`src/rtl/decode_stage.sv`:
```
// Registered instruction-decode stage with valid/ready handshake, load-use
// scoreboard, illegal-opcode flagging and a saturating hazard-stall counter.
module decode_stage #(
  parameter int unsigned INSN_W   = 32,
  parameter int unsigned OPC_W    = 5,
  parameter int unsigned REG_AW   = 5,
  parameter int unsigned IMM_W    = 17,
  parameter int unsigned DATA_W   = 32,
  parameter int unsigned LOAD_LAT = 2,
  parameter int unsigned CNT_W    = 16
) (
  input  logic              clock,
  input  logic              reset_n,
  input  logic              in_valid,
  output logic              in_ready,
  input  logic [INSN_W-1:0] in_insn,
  output logic              out_valid,
  input  logic              out_ready,
  output logic              out_is_alu,
  output logic              out_is_addi,
  output logic              out_is_sw,
  output logic              out_is_lw,
  output logic              out_is_illegal,
  output logic              out_DMwe,
  output logic              out_Rwe,
  output logic              out_Rwd,
  output logic              out_ALUinB,
  output logic [REG_AW-1:0] out_rd,
  output logic [REG_AW-1:0] out_rs,
  output logic [REG_AW-1:0] out_rt,
  output logic [4:0]        out_shamt,
  output logic [4:0]        out_alu_op,
  output logic [DATA_W-1:0] out_imm,
  output logic              hazard_stall,
  output logic [CNT_W-1:0]  stall_cycles
);

  localparam int unsigned RD_LSB = INSN_W - OPC_W - REG_AW;
  localparam int unsigned RS_LSB = RD_LSB - REG_AW;
  localparam int unsigned RT_LSB = RS_LSB - REG_AW;

  localparam logic [OPC_W-1:0] OPC_ALU  = OPC_W'(5'b00000);
  localparam logic [OPC_W-1:0] OPC_ADDI = OPC_W'(5'b00101);
  localparam logic [OPC_W-1:0] OPC_SW   = OPC_W'(5'b00111);
  localparam logic [OPC_W-1:0] OPC_LW   = OPC_W'(5'b01000);

  logic [OPC_W-1:0]  opc;
  logic [REG_AW-1:0] rd_f, rs_f, rt_f;
  logic              dec_alu, dec_addi, dec_sw, dec_lw, dec_ill;
  logic [2:0]        src_use;
  logic [REG_AW-1:0] src_reg [3];
  logic              hazard;
  logic              accept, issue;

  logic [LOAD_LAT-1:0] sb_valid;
  logic [REG_AW-1:0]   sb_rd [LOAD_LAT];

  assign opc  = in_insn[INSN_W-1 -: OPC_W];
  assign rd_f = in_insn[RD_LSB +: REG_AW];
  assign rs_f = in_insn[RS_LSB +: REG_AW];
  assign rt_f = in_insn[RT_LSB +: REG_AW];

  // Opcode decode and the source registers each instruction type reads
  always_comb begin
    dec_alu    = (opc == OPC_ALU);
    dec_addi   = (opc == OPC_ADDI);
    dec_sw     = (opc == OPC_SW);
    dec_lw     = (opc == OPC_LW);
    dec_ill    = ~(dec_alu | dec_addi | dec_sw | dec_lw);
    src_use    = {dec_sw, dec_alu, ~dec_ill};
    src_reg[0] = rs_f;
    src_reg[1] = rt_f;
    src_reg[2] = rd_f;
  end

  // Load-use check against the held lw and every live scoreboard entry
  always_comb begin
    hazard = 1'b0;
    for (int unsigned s = 0; s < 3; s++) begin
      if (src_use[s] && (src_reg[s] != '0)) begin
        if (out_valid && out_is_lw && (out_rd == src_reg[s])) hazard = 1'b1;
        for (int unsigned e = 0; e < LOAD_LAT; e++) begin
          if (sb_valid[e] && (sb_rd[e] == src_reg[s])) hazard = 1'b1;
        end
      end
    end
    hazard = hazard & in_valid;
  end

  assign hazard_stall = hazard;
  assign in_ready     = reset_n & (~out_valid | out_ready) & ~hazard;
  assign accept       = in_valid & in_ready;
  assign issue        = out_valid & out_ready;

  always_ff @(posedge clock or negedge reset_n) begin
    if (!reset_n) begin
      out_valid      <= 1'b0;
      out_is_alu     <= 1'b0;
      out_is_addi    <= 1'b0;
      out_is_sw      <= 1'b0;
      out_is_lw      <= 1'b0;
      out_is_illegal <= 1'b0;
      out_DMwe       <= 1'b0;
      out_Rwe        <= 1'b0;
      out_Rwd        <= 1'b0;
      out_ALUinB     <= 1'b0;
      out_rd         <= '0;
      out_rs         <= '0;
      out_rt         <= '0;
      out_shamt      <= '0;
      out_alu_op     <= '0;
      out_imm        <= '0;
    end else if (accept) begin
      out_valid      <= 1'b1;
      out_is_alu     <= dec_alu;
      out_is_addi    <= dec_addi;
      out_is_sw      <= dec_sw;
      out_is_lw      <= dec_lw;
      out_is_illegal <= dec_ill;
      out_DMwe       <= dec_sw;
      out_Rwe        <= dec_alu | dec_addi | dec_lw;
      out_Rwd        <= dec_lw;
      out_ALUinB     <= dec_addi | dec_sw | dec_lw;
      out_rd         <= rd_f;
      out_rs         <= rs_f;
      out_rt         <= rt_f;
      out_shamt      <= in_insn[11:7];
      out_alu_op     <= in_insn[6:2];
      out_imm        <= DATA_W'($signed(in_insn[IMM_W-1:0]));
    end else if (issue) begin
      out_valid      <= 1'b0;
    end
  end

  // Scoreboard ages every cycle; entries are born only when a lw issues
  always_ff @(posedge clock or negedge reset_n) begin
    if (!reset_n) begin
      sb_valid <= '0;
      for (int unsigned e = 0; e < LOAD_LAT; e++) sb_rd[e] <= '0;
    end else begin
      sb_valid[0] <= issue & out_is_lw & (out_rd != '0);
      sb_rd[0]    <= out_rd;
      for (int unsigned e = 1; e < LOAD_LAT; e++) begin
        sb_valid[e] <= sb_valid[e-1];
        sb_rd[e]    <= sb_rd[e-1];
      end
    end
  end

  always_ff @(posedge clock or negedge reset_n) begin
    if (!reset_n) begin
      stall_cycles <= '0;
    end else if (hazard && (stall_cycles != '1)) begin
      stall_cycles <= stall_cycles + CNT_W'(1);
    end
  end

endmodule

```
`config.mk`:
```
export PLATFORM = sky130hd
export DESIGN_NAME = decode_stage
export DESIGN_NICKNAME = d
export VERILOG_FILES = /design/src/rtl/decode_stage.sv
export SDC_FILE = /design/constraint.sdc
export NUM_CORES = 1
export LEC_CHECK = 0
export BUFFER_PORTS_ARGS = -buffer_cell sky130_fd_sc_hd__buf_4
export CAP_MARGIN = 5
export CORE_MARGIN = 1.5
export CORE_UTILIZATION = 45
export DETAILED_ROUTE_END_ITERATION = 7
export PLACE_DENSITY = 0.76
export SYNTH_ARGS = -nofsm -noshare
export SYNTH_HDL_FRONTEND = slang
export SYNTH_SLANG_ARGS = --single-unit
```
`constraint.sdc`:
```
create_clock -name clock -period 2.1 [get_ports clock]
set_clock_uncertainty 0.15 [all_clocks]
set_input_delay 0.105 -clock clock [delete_from_list [all_inputs] [get_ports clock]]
set_output_delay 0.105 -clock clock [all_outputs]
set_load 0.02 [all_outputs]
```
Word-level counts from Yosys, hierarchy flattened:

Index checks and enable logic that the tools add are counted.

* flip-flop bits (word level): 78
* input port bits: 36
* output and inout bits: 85

* add/subtract/negate cells: 1
* equality and inequality tests: 13
* multiplexer cells: 14
* bitwise operators: 17
* reduce and logical (&&, ||, !) cells: 20

Operators by type and width (count)
* == test 5 bit: 9
* nonzero test 5 bit: 4
* adder 16 x 1 -> 16 bit, second input constant: 1
* inequality test 16 bit, second input constant: 1
* logical AND 1 bit: 14
* 2-to-1 mux 1 bit: 14
* == test 5 x 3 -> 1 bit, second input constant: 2
* AND 1 bit: 7
* OR 1 bit: 7
* == test 5 x 4 -> 1 bit, second input constant: 1
* logical NOT 5 bit: 1
* NOT 1 bit: 3
* nonzero test 2 bit: 1

Depth between registers and ports, before layout:

Gate-level depths: netlist of the first run.

* depth in word-level cells: 19
* mapped depth: 9

Worst setup path before layout of the first run:

No wires, ideal clock.

* path kind: reg2reg
* from: register out_rd[1]
* to: register out_imm[0]
* arrival time: 2129 ps
* data required time: 1823 ps
* setup slack: -306 ps
* stages on the path, launching flop included: 10
* clock period less this slack: 2406 ps
* path through: dfrtp_1 clkbuf_1 xnor2_1 nand4_1 nand3_1 a222oi_1 and4_1 buf_4 buf_6 mux2_1

* cells in the longest elaborated chain, start to end: 18
* elaborated cells between the ends (all ways): 22
* those cells by class: eq/ne: 3; mux: 12; bitwise: 4; reduce/logical: 3

RTL lines
* start, declared: line 28 `output logic [REG_AW-1:0] out_rd,`
* start signal, assigned: line 124 `out_rd <= rd_f;`
* == test 5 bit: line 81 `if (out_valid && out_is_lw && (out_rd == src_reg[s])) hazard = 1'b1;`
* logical AND 1 bit: line 81
* 2-to-1 mux 1 bit: line 81
* 2-to-1 mux 1 bit (2 in a row): line 83 `if (sb_valid[e] && (sb_rd[e] == src_reg[s])) hazard = 1'b1;`
* 2-to-1 mux 1 bit: line 80 `if (src_use[s] && (src_reg[s] != '0)) begin`
* 2-to-1 mux 1 bit: line 81
* 2-to-1 mux 1 bit (2 in a row): line 83
* 2-to-1 mux 1 bit: line 80
* 2-to-1 mux 1 bit: line 81
* 2-to-1 mux 1 bit (2 in a row): line 83
* 2-to-1 mux 1 bit *: line 80
* AND 1 bit *: line 87 `hazard = hazard & in_valid;`
* NOT 1 bit *: line 91 `assign in_ready = reset_n & (~out_valid | out_ready) & ~hazard;`
* AND 1 bit *: line 91
* AND 1 bit *: line 92 `assign accept = in_valid & in_ready;`
* end signal, assigned: line 129 `out_imm <= DATA_W'($signed(in_insn[IMM_W-1:0]));`
* end, declared: line 33 `output logic [DATA_W-1:0] out_imm,`

Every way passes the cells marked *; elsewhere a longest branch is shown, timed or not.
A chain may end at the register's enable or synchronous reset.

Worst setup path in the final report of the first run:

* from: register sb_rd[6] (netlist name)
* to: register out_imm[6]

* cells in the longest elaborated chain, start to end: 17
* elaborated cells between the ends (all ways): 21
* those cells by class: eq/ne: 3; mux: 11; bitwise: 4; reduce/logical: 3

RTL lines
* start, declared: line 56 `logic [REG_AW-1:0] sb_rd [LOAD_LAT];`
* start signal, assigned by index: line 145 `sb_rd[e] <= sb_rd[e-1];`
* == test 5 bit: line 83
* logical AND 1 bit: line 83
* 2-to-1 mux 1 bit (2 in a row): line 83
* 2-to-1 mux 1 bit: line 80
* 2-to-1 mux 1 bit: line 81
* 2-to-1 mux 1 bit (2 in a row): line 83
* 2-to-1 mux 1 bit: line 80
* 2-to-1 mux 1 bit: line 81
* 2-to-1 mux 1 bit (2 in a row): line 83
* 2-to-1 mux 1 bit *: line 80
* AND 1 bit *: line 87
* NOT 1 bit *: line 91
* AND 1 bit *: line 91
* AND 1 bit *: line 92

Marked as above.

==> flow_summary.yaml, run 1 <==
synth:
  synthFlopType: "dfrtp_1"
  yosysWarnings: 0
  syn_inst: 295
  synth_area_um2: 3351
  yosysMostFrequentCell: "dfrtp_1"
  synth_area_leaders: "dfrtp_1 47%, xor2_1 13%, mux2_1 9.4%, buf_4 7.4%, xnor2_1 2.6%"
  synthesis.nets: 332
  synthDistinctLibCells: 36
  synth_common_cells: "63 x dfrtp_1, 49 x xor2_1, 33 x buf_4, 28 x mux2_1, 16 x nand3_1"
  synth.yosys.seq_area_share_pct: 47.05
  synth_edf_count: 0
  synth_top_area_cell: "dfrtp_1"
  yosysTopAreaCellShare_pct: 47.05
  syn_avg_cell_area_um2: 11.36
  synthArstFlopShare_pct: 100.0
  ys_ff_latch: 63
cells_and_area:
  fin_util_pct: 75.34
  final_area_um2: 5435
  diodes: 0
  fill_cells: 470
  layout-drive-gt1-share_pct: 55.67
  area_delta_synth_final_pct: 62.21
  nets: 509
sta:
  setup_slack_ps: -664.5
  final_hold_viol_count: 0
  relSlewSlack_pct: 46.12
  fin_crit_sh_pct: 131.6
  whs_ps: 30.57
  rsz0062_at_grt: "true"
  layout_min_cycle_time_ps: 2764
  tightest_slew_ps: 808.3
  fmax_mhz: 361.7
  finalSetupViolCount: 53
  final_max_slew_viol_count: 0
place:
  hpwlAfterDp_um: 6116
  portBuffers: 120
  dpl-instance-area_um2: 4517
  place.gp.congestion: 0.9138
cts:
  insertion_delay_ps: 340
  cts_root_buffer: "clkbuf_8"
  numCtsBuffers: 9
  cts_tree: "built"
  h-tree-depth: 3
  clk_path_buf_depth: 2
  clk_pin_slew_ps: 70
  clkSinkCount: 63
drt:
  ant_nets: 0
  wl_um: 10240
  drc_errors: 0
  viasPerCell: 5.257
  wire_per_inst_um: 17.81
  vias: 3023
  detail_route.first_pass.iterations: 5
  drtIter0Drc: 221
setup_path:
  critPathKind: "reg -> reg"
  r2r_start: "sb_rd[6]$_DFF_PN0_"
  critPathMaxFanout: 7
  arrival_ps: 2830
  cp-end-kind: "flip-flop"
  reg2regPathDepth: 8
  r2r-end: "out_imm[6]$_DFFE_PN0P_"
  cp-start-kind: "flip-flop"
  rrSetupSlack_ps: -660
  cp.required_ps: 2170
grt:
  grt_pass1_wl_um: 14300
  grt_start_max_net_pins: 64
  grt_pass1_vias: 2874
  track_usage_pct: 24.18
  antenna_found_initial: 0
  grt_overflow: 0
job:
  drv_cap: 0
hold_path:
  holdPathStages: 3
  min-delay-start: "in_insn[26]"
  hold_path.class: "in -> reg"
  min_to: "out_rd[4]$_DFFE_PN0P_"
power:
  peakVddDrop_uv: 500.7
  pwr_density_cell_nw_per_um2: 706.3
  post-layout-total-power_uw: 3839
  power.leakage_uw: 0.002636
die:
  core_um2: 7214
  dieArea_um2: 7973
  row_count: 31
  die_h_um: 89.29
  start_util_pct: 46.44
  io_pins: 121
  fp.dieW_um: 89.29
run_status:
  status: "finished with violations"
  failed_checks: "negative setup slack"
[cells by family after synthesis]
| logic type | after synthesis | synth area share [%] |
|---|---|---|
| simple gates | 79 | 12.92 |
| flops | 63 | 47.05 |
| xor+xnor | 59 | 15.42 |
| buf+inv | 45 | 9.447 |
| mux | 36 | 12.06 |
| compound gates | 12 | 2.726 |
| fa+ha+maj | 1 | 0.3734 |
[state kept, by name, indices dropped and copies added, names as in the netlist, 2 cells and up]
signal        flops
out_rd            5
out_alu_op        4
out_shamt         4
out_imm           4
stall_cycles     16
sb_valid          2
out_rs            5
sb_rd            10
out_rt            5
[power by group]
part / leakage, µW / internal (µW) / switching (µW)
clock: 0.0000850 / 448 / 471
combinational: 0.00178 / 719 / 658
sequential: 0.000775 / 1370 / 179
total: 0.00264 / 2530 / 1310
[layer usage]
layer / up-vias / GRT usage [%] / part of all wire (%)
li1: 1350 / - / -
met1: 1496 / 31.22 / 41
met2: 155 / 39.58 / 50
met3: 22 / 4.524 / 7.1
met4: 0 / 11.05 / 2.4
met5: - / 0 / 0
[per-stage QoR]
stage	instances	worst slack, ps	TNS [ps]
2_1_floorplan	295	-219.4	-6610
5_1_grt	575	-730.0	-32700
6_report	575	-664.5	-28690
4_1_cts	565	-367.7	-15090
3_5_place_dp	518	-354.4	-15290
3_3_place_gp	518	-349.7	-14280
[worst max-delay path, stage by stage (launching register included)]
cell and delay (ps):
dfrtp_2 450, xor2_1 230, nor4_1 90, nand3_1 100, nand3_1 120, a222oi_1 520
and4_4 460, clkbuf_16 190, mux2_1 320
[layout make-up]
class / instances / area, µm² / area share [%]
multi-input cells: 187 / 1788 / 32.90
repair buffers: 206 / 1752 / 32.23
flip-flops and latches: 63 / 1589 / 29.24
clock buffers: 11 / 141.4 / 2.601
well taps: 99 / 123.9 / 2.279
clock inverters: 4 / 22.52 / 0.4144
inverters: 5 / 18.77 / 0.3453
[placed cells by master (no fill, tap or decap), types with 6 or more instances in the layout]
master	synthesis	routed
dfrtp_2	0	10
nor2_1	11	9
xnor2_1	10	10
buf_6	3	10
nand2_1	10	10
buf_4	33	163
xor2_1	49	45
dfrtp_1	63	53
nand3_1	16	14
mux2_4	0	29
nor4_1	12	6
clkbuf_8	0	10
dlygate4sd3_1	0	26
[repair_timing]
action	CTS	global route
hold buffers	26	0
setup endpoints to repair	53	53
pin swaps	31	10
resized for setup	36	33
buffers inserted	6	6
cloned	0	4
endpoints found under the hold margin	89	0
[worst max path at each step]
| stage | start | to | slack, ps | depth (start not counted) |
|---|---|---|---|---|
| floorplan | out_rd[1]$_DFFE_PN0P_ | out_rd[0]$_DFFE_PN0P_ | -220 | 9 |
| global placement | in_insn[13] | out_alu_op[2]$_DFFE_PN0P_ | -350 | 7 |
| detailed placement | in_insn[13] | out_alu_op[2]$_DFFE_PN0P_ | -350 | 7 |
| CTS | out_rd[2]$_DFFE_PN0P_ | in_ready | -370 | 8 |
| global route | sb_rd[6]$_DFF_PN0_ | out_alu_op[2]$_DFFE_PN0P_ | -730 | 8 |
| finish | sb_rd[6]$_DFF_PN0_ | out_imm[6]$_DFFE_PN0P_ | -660 | 8 |
No activity file was read; power rests on OpenSTA's default activity.
==> run 2: changes to the inputs <==
Settings changed: ABC_AREA set to 1, CORE_UTILIZATION 45 to 46, PLACE_DENSITY 0.76 to 0.77.
==> run 2 against run 1 <==
  * The run now ends clean
  * Critical path depth grew 4
  * Final cell count grew 28%
  * Core utilization shrank 9.5 points
  * Sequential share of layout area grew 2.1 points
  * Combinational power shrank 20%
  * Maximum frequency grew 34%
  * Critical endpoint is now in_ready
  * Largest cell class unchanged
  * Largest power group unchanged
==> flow_summary.yaml, run 2 <==
die:
  die_h_um: 91.98
  fp.dieW_um: 91.98
  start_util_pct: 47.38
  core_um2: 7687
  dieArea_um2: 8460
  row_count: 32
  io_pins: 121
sta:
  final_max_slew_viol_count: 0
  finalSetupViolCount: 0
  tightest_slew_ps: 791.0
  fmax_mhz: 483.1
  final_hold_viol_count: 0
  layout_min_cycle_time_ps: 2070
  rsz0062_at_grt: "true"
  relSlewSlack_pct: 47.27
  fin_crit_sh_pct: 98.57
synth:
  yosysTopAreaCellShare_pct: 43.28
  synth_area_um2: 3642
  yosysWarnings: 0
  synthFlopType: "dfrtp_1"
  synth_top_area_cell: "dfrtp_1"
  syn_avg_cell_area_um2: 7.284
  synth_common_cells: "162 x nand2_1, 66 x inv_1, 63 x dfrtp_1, 55 x nor2_1, 32 x buf_4"
  syn_inst: 500
  synthesis.nets: 537
  synth.yosys.seq_area_share_pct: 43.28
  synth_area_leaders: "dfrtp_1 43%, nand2_1 17%, inv_1 6.8%, buf_4 6.6%, nor2_1 5.7%"
  yosysMostFrequentCell: "nand2_1"
  synth_edf_count: 0
  synthDistinctLibCells: 28
  ys_ff_latch: 63
  synthArstFlopShare_pct: 100.0
job:
  drv_cap: 0
cells_and_area:
  area_delta_synth_final_pct: 38.96
  fin_util_pct: 65.84
  nets: 666
  multiInputGateArea_um2: 1594
  layout-drive-gt1-share_pct: 33.65
  final_area_um2: 5061
  diodes: 0
  top_register: "stall_cycles"
  layout_common_cells: "157 x nand2_1, 130 x buf_4, 54 x dfrtp_1"
  top_regs: "stall_cycles x16, sb_rd x10"
  fill_cells: 666
  layout_commonest_cell: "nand2_1"
  largest_reg_flops: 16
  seq_area_um2: 1588
drt:
  detail_route.first_pass.iterations: 4
  viasPerCell: 4.837
  drtIter0Drc: 197
  wl_um: 10130
  vias: 3555
  ant_nets: 0
  drc_errors: 0
  wire_per_inst_um: 13.79
grt:
  track_usage_pct: 23.36
  grt_pass1_vias: 3265
  antenna_found_initial: 0
  grt_overflow: 0
  grt_pass1_wl_um: 15440
  grt_start_max_net_pins: 64
cts:
  cts_root_buffer: "clkbuf_8"
  clk_path_buf_depth: 2
  numCtsBuffers: 9
  clk_pin_slew_ps: 70
  insertion_delay_ps: 350
  clkSinkCount: 63
  h-tree-depth: 3
  cts_tree: "built"
place:
  portBuffers: 120
  place.gp.congestion: 0.9410
  hpwlAfterDp_um: 6966
  dpl-instance-area_um2: 4412
setup_path:
  cp.required_ps: 1850
  arrival_ps: 1820
  cp-end-kind: "output pin"
  rrSetupSlack_ps: 70
  r2r_start: "sb_rd[4]$_DFF_PN0_"
  reg2regPathDepth: 13
  r2r-end: "out_is_illegal$_DFFE_PN0P_"
  critPathMaxFanout: 4
  cp-start-kind: "flip-flop"
  critPathKind: "reg -> out"
  crit_start: "sb_rd[4]$_DFF_PN0_"
power:
  peakVddDrop_uv: 441.1
  power.leakage_uw: 0.002731
  post-layout-total-power_uw: 3760
  pwr_density_cell_nw_per_um2: 742.9
hold_path:
  min_to: "out_rt[3]$_DFFE_PN0P_"
  hold_path.class: "in -> reg"
  min-delay-start: "in_insn[15]"
  holdPathStages: 3
run_status:
  status: "finished, final reports clean"
[run 2: cell count changes after synthesis, moves of 7 or more]
cell,change
o21ai_2,+10
o21ai_0,+30
nand2_1,+152
mux2_1,-28
inv_1,+61
nor2_1,+44
xor2_1,-41
mux2_2,-7
nor4_1,-10
[run 2: cell families (layout without fill, tap and decap cells)]
group           Yosys count  in the layout  synth area share (%)
compound gates           48             48                 7.764
xor+xnor                 12             12                 2.886
fa+ha+maj                 1              1                0.3435
buf+inv                 108            241                 15.29
flops                    63             63                 43.28
simple gates            268            268                 30.44
[run 2: area by class of cell]
cell class                      instances  area share, %
Clock buffer                           12          2.868
Clock inverter                          3          1.335
Inverter                               68          5.043
Multi-Input combinational cell        329          31.50
Sequential cell                        63          31.37
Tap cell                              102          2.522
Timing Repair Buffer                  158          25.36
[run 2: worst max-delay path by stage]
stage / to
final: in_ready
after global routing: stall_cycles[15]$_DFFE_PN0P_
after CTS: in_ready
after detailed placement: stall_cycles[13]$_DFFE_PN0P_
after global placement: stall_cycles[13]$_DFFE_PN0P_
after floorplan: stall_cycles[13]$_DFFE_PN0P_
[run 2: report_power, final]
group          switching, µW  internal, µW
clock network            462           695
registers                148          1340
logic                    637           473
total                   1250          2510
[run 2: metal layers]
layer	vias up	share of wire, %	global-route usage, %
li1	1767	-	-
met1	1647	45	30.74
met2	123	48	38.15
met3	18	5.3	3.317
met4	0	2.2	10.51
met5	-	0	0
[run 2: through the flow]
step	setup slack, ps	hold WS, ps	std cells	setup TNS (ps)
global placement	123.3	166.6	686	0
global route	-111.5	15.69	735	-812.6
floorplan	89.75	-340.6	500	0
CTS	1.975	1.843	729	0
finish	29.94	6.471	735	0
detailed placement	51.18	168.7	686	0
[run 2: worst max-delay path, stage by stage, from the launching register on]
cell,delay (ps)
dfrtp_1,420
inv_1,120
nand2_1,70
nand2_1,80
nor2_2,50
nand3_1,80
nand3_1,90
nand2_2,110
nand3_4,90
nand2_2,70
inv_2,40
nor3_2,90
buf_4,160
[run 2: timing repair]
| item | CTS | global route |
|---|---|---|
| setup endpoints to repair | 1 | 41 |
| hold endpoints to repair | 87 | 0 |
| setup buffers | 4 | 5 |
| cloned | 0 | 1 |
| hold buffers | 24 | 0 |
| gates resized for setup | 17 | 31 |
| pin swaps | 0 | 3 |
